$ cat src/rtl/sumador_serial_p.sv
// Bit-serial adder/subtractor: one full-adder slice plus a carry flip-flop,
// LSB first, WIDTH cycles per operation behind a start/ready handshake.
module sumador_serial_p #(
  parameter int WIDTH = 8
) (
  input  logic             clk,
  input  logic             rst_n,
  input  logic             start,
  output logic             ready,
  input  logic [WIDTH-1:0] a,
  input  logic [WIDTH-1:0] b,
  input  logic             cin,
  input  logic             sub,
  output logic [WIDTH-1:0] s,
  output logic             cout,
  output logic             overflow,
  output logic             valid
);

  localparam int CNT_W = $clog2(WIDTH);

  typedef enum logic [1:0] {
    IDLE,
    RUN,
    DONE
  } state_t;

  state_t             state_q, state_d;
  logic [WIDTH-1:0]   a_q, a_d;
  logic [WIDTH-1:0]   b_q, b_d;
  logic [WIDTH-1:0]   r_q, r_d;
  logic [WIDTH-1:0]   s_q, s_d;
  logic [CNT_W-1:0]   cnt_q, cnt_d;
  logic               carry_q, carry_d;
  logic               cout_q, cout_d;
  logic               ovf_q, ovf_d;

  logic               sum_bit;
  logic               carry_nxt;
  logic               last_bit;

  assign sum_bit   = a_q[0] ^ b_q[0] ^ carry_q;
  assign carry_nxt = (a_q[0] & b_q[0]) | (a_q[0] & carry_q) | (b_q[0] & carry_q);
  assign last_bit  = (cnt_q == CNT_W'(WIDTH - 1));

  // NOTE: every variable gets a hold default first so no path infers a latch.
  always_comb begin
    state_d = state_q;
    a_d     = a_q;
    b_d     = b_q;
    r_d     = r_q;
    s_d     = s_q;
    cnt_d   = cnt_q;
    carry_d = carry_q;
    cout_d  = cout_q;
    ovf_d   = ovf_q;

    case (state_q)
      IDLE: begin
        if (start) begin
          a_d     = a;
          b_d     = sub ? ~b : b;
          carry_d = cin ^ sub;
          r_d     = '0;
          cnt_d   = '0;
          state_d = RUN;
        end
      end
      RUN: begin
        a_d     = a_q >> 1;
        b_d     = b_q >> 1;
        r_d     = {sum_bit, r_q[WIDTH-1:1]};
        carry_d = carry_nxt;
        if (last_bit) begin
          // carry_q here is the carry into the MSB, so overflow needs no extra flop.
          s_d     = {sum_bit, r_q[WIDTH-1:1]};
          cout_d  = carry_nxt;
          ovf_d   = carry_q ^ carry_nxt;
          state_d = DONE;
        end else begin
          cnt_d = cnt_q + CNT_W'(1);
        end
      end
      DONE:    state_d = IDLE;
      default: state_d = IDLE;
    endcase
  end

  // NOTE: all state, including the data shift registers, is reset so an aborted
  // operation leaves nothing behind; sequential updates use <= only.
  always_ff @(posedge clk or negedge rst_n) begin
    if (!rst_n) begin
      state_q <= IDLE;
      a_q     <= '0;
      b_q     <= '0;
      r_q     <= '0;
      s_q     <= '0;
      cnt_q   <= '0;
      carry_q <= 1'b0;
      cout_q  <= 1'b0;
      ovf_q   <= 1'b0;
    end else begin
      state_q <= state_d;
      a_q     <= a_d;
      b_q     <= b_d;
      r_q     <= r_d;
      s_q     <= s_d;
      cnt_q   <= cnt_d;
      carry_q <= carry_d;
      cout_q  <= cout_d;
      ovf_q   <= ovf_d;
    end
  end

  assign ready    = (state_q == IDLE);
  assign valid    = (state_q == DONE);
  assign s        = s_q;
  assign cout     = cout_q;
  assign overflow = ovf_q;

endmodule

$ cat config.mk
export PLATFORM = sky130hd
export DESIGN_NAME = sumador_serial_p
export DESIGN_NICKNAME = d
export VERILOG_FILES = /design/src/rtl/sumador_serial_p.sv
export SDC_FILE = /design/constraint.sdc
export NUM_CORES = 1
export LEC_CHECK = 0
export BUFFER_PORTS_ARGS = -buffer_cell sky130_fd_sc_hd__buf_2
export CORE_UTILIZATION = 49
export DETAILED_ROUTE_END_ITERATION = 10
export HOLD_SLACK_MARGIN = 0.15
export PLACE_DENSITY = 0.86
export SYNTH_ARGS = -nofsm -noshare
export SYNTH_HDL_FRONTEND = slang
export SYNTH_SLANG_ARGS = --single-unit
$ cat constraint.sdc
create_clock -name clk -period 1.5 [get_ports clk]
set_input_delay 0.075 -clock clk [delete_from_list [all_inputs] [get_ports clk]]
set_output_delay 0.075 -clock clk [all_outputs]
set_load 0.02 [all_outputs]
### Yosys cells after proc, flatten, opt, wreduce, memory -nomap -nowiden

Cells that the tools add are included.

* add/sub/neg operators: 1
* eq/ne operators: 6
* mux-type cells: 15
* bitwise operators: 10
* reduce and logical (&&, ||, !) cells: 6

Operators with widths (count)
* $pmux W8 S2: 3
* $mux W8: 4
* $not A8 Y8: 1
* $mux W3: 2
* $ne A2 B2 Y1 const B: 3
* $pmux W3 S2: 1
* $reduce_and A2 Y1: 3
* $mux W2: 2
* $pmux W2 S2: 1
* $xor A1 B1 Y1: 4
* $add A3 B1 Y3 const B: 1
* $and A1 B1 Y1: 3
* $eq A3 B3 Y1 const B: 1
* $reduce_and A3 Y1: 1
* $eq A2 B1 Y1 const B: 1
* $eq A2 B2 Y1 const B: 1
* $logic_not A2 Y1: 1
* $or A1 B1 Y1: 2
* $pmux W1 S2: 1
* $reduce_bool A2 Y1: 1
* $mux W1: 1

* flip-flop bits (word level): 40
* bits of input ports: 21
* output and inout port bits: 12
* word-level logic and storage cells: 47

### Logic depth before layout (Yosys ltp)

* depth in word-level cells: 4
* mapped depth: 6
* gate-level depth less buffers: 5

### Worst setup path after synthesis

No wires, ideal clock.

* path type: register to register
* start: register cnt_q[0]
* end: register cout_q (netlist: cout)
* library setup time: 125 ps
* data arrival time: 1380 ps
* required time: 1375 ps
* setup slack: -5 ps
* cell stages (with the launch flop): 6
* path buffers: 1
* period minus slack after synthesis: 1505 ps
* path through: dfrtp_1 ha_1 ha_1 nand3b_2 buf_6 mux2_4

* word-level cells in the longest chain between the ends: 2

RTL lines
* from (decl): line 33 `logic [CNT_W-1:0] cnt_q, cnt_d;`
* from (signal assigned): line 108 `cnt_q <= cnt_d;`
* $eq A3 B3 Y1: line 44 `assign last_bit = (cnt_q == CNT_W'(WIDTH - 1));`
* $reduce_and A2 Y1 (no line)
* to (signal assigned): line 110 `cout_q <= cout_d;`
* to (decl): line 35 `logic cout_q, cout_d;`

Every way passes these cells.
A chain may end at the register's enable or synchronous reset.

### Worst setup path after layout

* start: register cnt_q[1]
* end: register s_q[0] (netlist: s[0])

* word-level cells in the longest chain between the ends: 2

RTL lines
* $eq A3 B3 Y1: line 44
* $reduce_and A2 Y1 (no line)
* to (signal assigned): line 97 `s_q <= '0;`
* to (signal assigned): line 107 `s_q <= s_d;`
* to (decl): line 32 `logic [WIDTH-1:0] s_q, s_d;`

Every way passes these cells.

==> results.sh <==
export IMPL_status="finished clean"
export IMPL_initial_core_util_pct=52.3
export IMPL_power_mw=4.35
export IMPL_rsz0062_at_grt="true"
export IMPL_setup_viol=0
export IMPL_syn_to_final_growth_pct=30.6
export IMPL_dr_total_vias=1291
export IMPL_intPower_mw=2.72
export IMPL_finalMaxSlewViolations=0
export IMPL_synth_seq_cells=39
export IMPL_antennaDiodeCount=0
export IMPL_die_w_um=62.4
export IMPL_grt_pass1_wl_um=6240
export IMPL_max_slew_margin_pct=67.1
export IMPL_initialDrtViolationCount=53
export IMPL_core_um2=3420
export IMPL_viasPerCell=5.12
export IMPL_clkSinkCount=39
export IMPL_cp_endpoint="s[0]"
export IMPL_ys_warn_count=0
export IMPL_dr_pass1_iters=5
export IMPL_cts_tree="built"
export IMPL_multi_input_area_um2=772
export IMPL_layout_nets=229
export IMPL_clk_pin_slew_ns=0.12
export IMPL_ant_nets=0
export IMPL_fin_tns_setup_ns=0
export IMPL_synth_area_um2=1790
export IMPL_synth_nets=168
export IMPL_clk_path_buf_depth=2
export IMPL_powerDensity_nw_per_um2=1860
export IMPL_drive_gt1_share_pct=34.0
export IMPL_synthCells=144
export IMPL_root_buffer="clkbuf_4"
export IMPL_min_path_type="in2reg"
export IMPL_pwr_share_seq_pct=41.5
export IMPL_syn_avg_cell_area_um2=12.4
export IMPL_ir_worst_vdd_uv=972
export IMPL_row_count=21
export IMPL_mostFrequentLayoutCell="dfrtp_1"
export IMPL_grt_pass1_vias=1356
export IMPL_r2r_end="s[0]"
export IMPL_antenna_found_initial=0
export IMPL_fp_dieH_um=62.4
export IMPL_leakage_nw=1.21
export IMPL_wirelength_um=3630
export IMPL_startpoint="cnt_q[1]"
export IMPL_ys_seq_area_share_pct=54.6
export IMPL_synth_edff_count=0
export IMPL_drc=0
export IMPL_period_needed_ns=1.47
export IMPL_worst_pin_slew_ns=0.493
export IMPL_fillers=258
export IMPL_wl_per_cell_um=14.4
export IMPL_grt_ovfl_total=0
export IMPL_synth_ff_type="dfrtp_1"
export IMPL_async_reset_ff_share_pct=100
export IMPL_cts_buffers=5
export IMPL_layout_common_cells="dfrtp_1, buf_2, dlygate4sd3_1"
export IMPL_die_area_um2=3890
export IMPL_r2r_setup_slack_ns=0.03
export IMPL_io_pins=33
export IMPL_finClkSkew_ns=0.0102
export IMPL_critical_path_class="reg2reg"
export IMPL_fin_crit_sh_pct=98.2
export IMPL_power_switching_mw=1.62
export IMPL_routabilityCongestion=0.725
export IMPL_hp_start="sub"
export IMPL_numPortBuffers=32
export IMPL_cp_max_fo=12
export IMPL_register_area_um2=977
export IMPL_crit_required_ns=1.76
export IMPL_clk_latency_ns=0.36
export IMPL_grt_max_degree=40
export IMPL_r2r_start="cnt_q[1]"
export IMPL_synthDistinctLibCells=27
export IMPL_finalHoldViolCount=0
export IMPL_grt_usage_pct=21.1
export IMPL_switching_share_pct=37.3
export IMPL_cp_start_kind="flip-flop"
export IMPL_rr_worst_depth=5
export IMPL_arrival_ns=1.73
export IMPL_dpl_hpwl_um=2370
export IMPL_clockPowerShare_pct=12.9
export IMPL_drv_cap=0
export IMPL_p_comb_share_pct=45.6
export IMPL_end_kind="flip-flop"
export IMPL_ctsHtreeMaxLevel=2
export IMPL_whs_ns=0.215
export IMPL_fmax_mhz=679
==> power groups by stage <==
| stage | Sequential [mW] | Clock (mW) | Combinational [mW] |
|---|---|---|---|
| finish | 1.80 | 0.560 | 1.98 |
| CTS | 1.79 | 0.565 | 1.94 |
| floorplan | 1.88 | 0 | 1.22 |
| detailed placement | 1.82 | 0 | 1.87 |
| global route | 1.86 | 0.625 | 2.17 |
| global placement | 1.78 | 0 | 1.76 |
==> layer usage <==
layer	routed length [um]	part of all wire, %	track usage, %	up-vias
li1	-	-	-	627
met1	1590	44	25.0	622
met2	1850	51	36.7	37
met3	145	4.0	6.02	5
met4	47	1.3	7.56	0
met5	0	0	0	-
==> sequential cells by signal, summed over array words and instances (netlist names) <==
| signal | count |
|---|---|
| s | 8 |
| state_q | 2 |
| b_q | 8 |
| overflow | 1 |
| r_q | 7 |
| carry_q | 1 |
| a_q | 8 |
| cnt_q | 3 |
| cout | 1 |
==> cells by family after synthesis <==
group,after synthesis,share of synthesized area (%)
compound gates,33,12.2
xor+xnor,10,4.90
fa+ha+maj,3,2.52
buf+inv,10,3.50
flops,39,54.6
mux,24,15.6
simple gates,25,6.65
==> metrics by stage <==
step | util, % | setup WS (ns) | instances | instance area [um^2]
after floorplan | - | 0.0407 | 144 | 1790
after global placement | 60.1 | 0.0745 | 223 | 2050
after detailed placement | 60.1 | 0.00986 | 223 | 2050
after CTS | 67.5 | -0.000734 | 251 | 2310
after global routing | 68.3 | -0.0201 | 252 | 2330
final | 68.3 | 0.0274 | 252 | 2330
==> worst max-delay path, cell delays in order, from the launching register on <==
cell and delay [ns]:
dfrtp_1 0.41, ha_2 0.21, ha_4 0.17, nand3b_2 0.10, buf_12 0.15, mux2_2 0.33
==> cell usage after synthesis, types with 2 or more instances <==
| cell | count | area (um^2) |
|---|---|---|
| a21oi_1 | 3 | 15.0 |
| dfrtp_1 | 39 | 976 |
| mux2i_1 | 14 | 140 |
| xor2_1 | 9 | 78.8 |
| nand2_1 | 17 | 63.8 |
| buf_4 | 3 | 22.5 |
| nor2_1 | 2 | 7.51 |
| a22o_1 | 12 | 105 |
| o21ai_1 | 10 | 50.1 |
| mux2_2 | 3 | 33.8 |
| buf_2 | 4 | 20.0 |
| mux2_4 | 7 | 105 |
| ha_1 | 2 | 25.0 |
| o21ai_0 | 6 | 30.0 |
==> final cells by class <==
cell class                      count  area share, %
Sequential cell                    39           41.9
Multi-Input combinational cell     95           33.1
Timing Repair Buffer               63           19.9
Tap cell                           46           2.47
Clock buffer                        5           1.61
Clock inverter                      3          0.858
Inverter                            1          0.161
==> worst min-delay path by stage <==
stage               depth (start not counted)     end
floorplan                                   0  a_q[0]
global placement                            2    s[7]
detailed placement                          2    s[4]
CTS                                         4  b_q[7]
global route                                4  b_q[7]
finish                                      4  b_q[7]
==> timing repair <==
item	4_1_cts	5_1_grt
gates resized for setup	0	5
pin swaps	0	1
buffers inserted	1	1
hold endpoints to repair	56	0
hold buffers	19	0
setup endpoints to repair	3	8
Power figures use the tool's default switching activity.
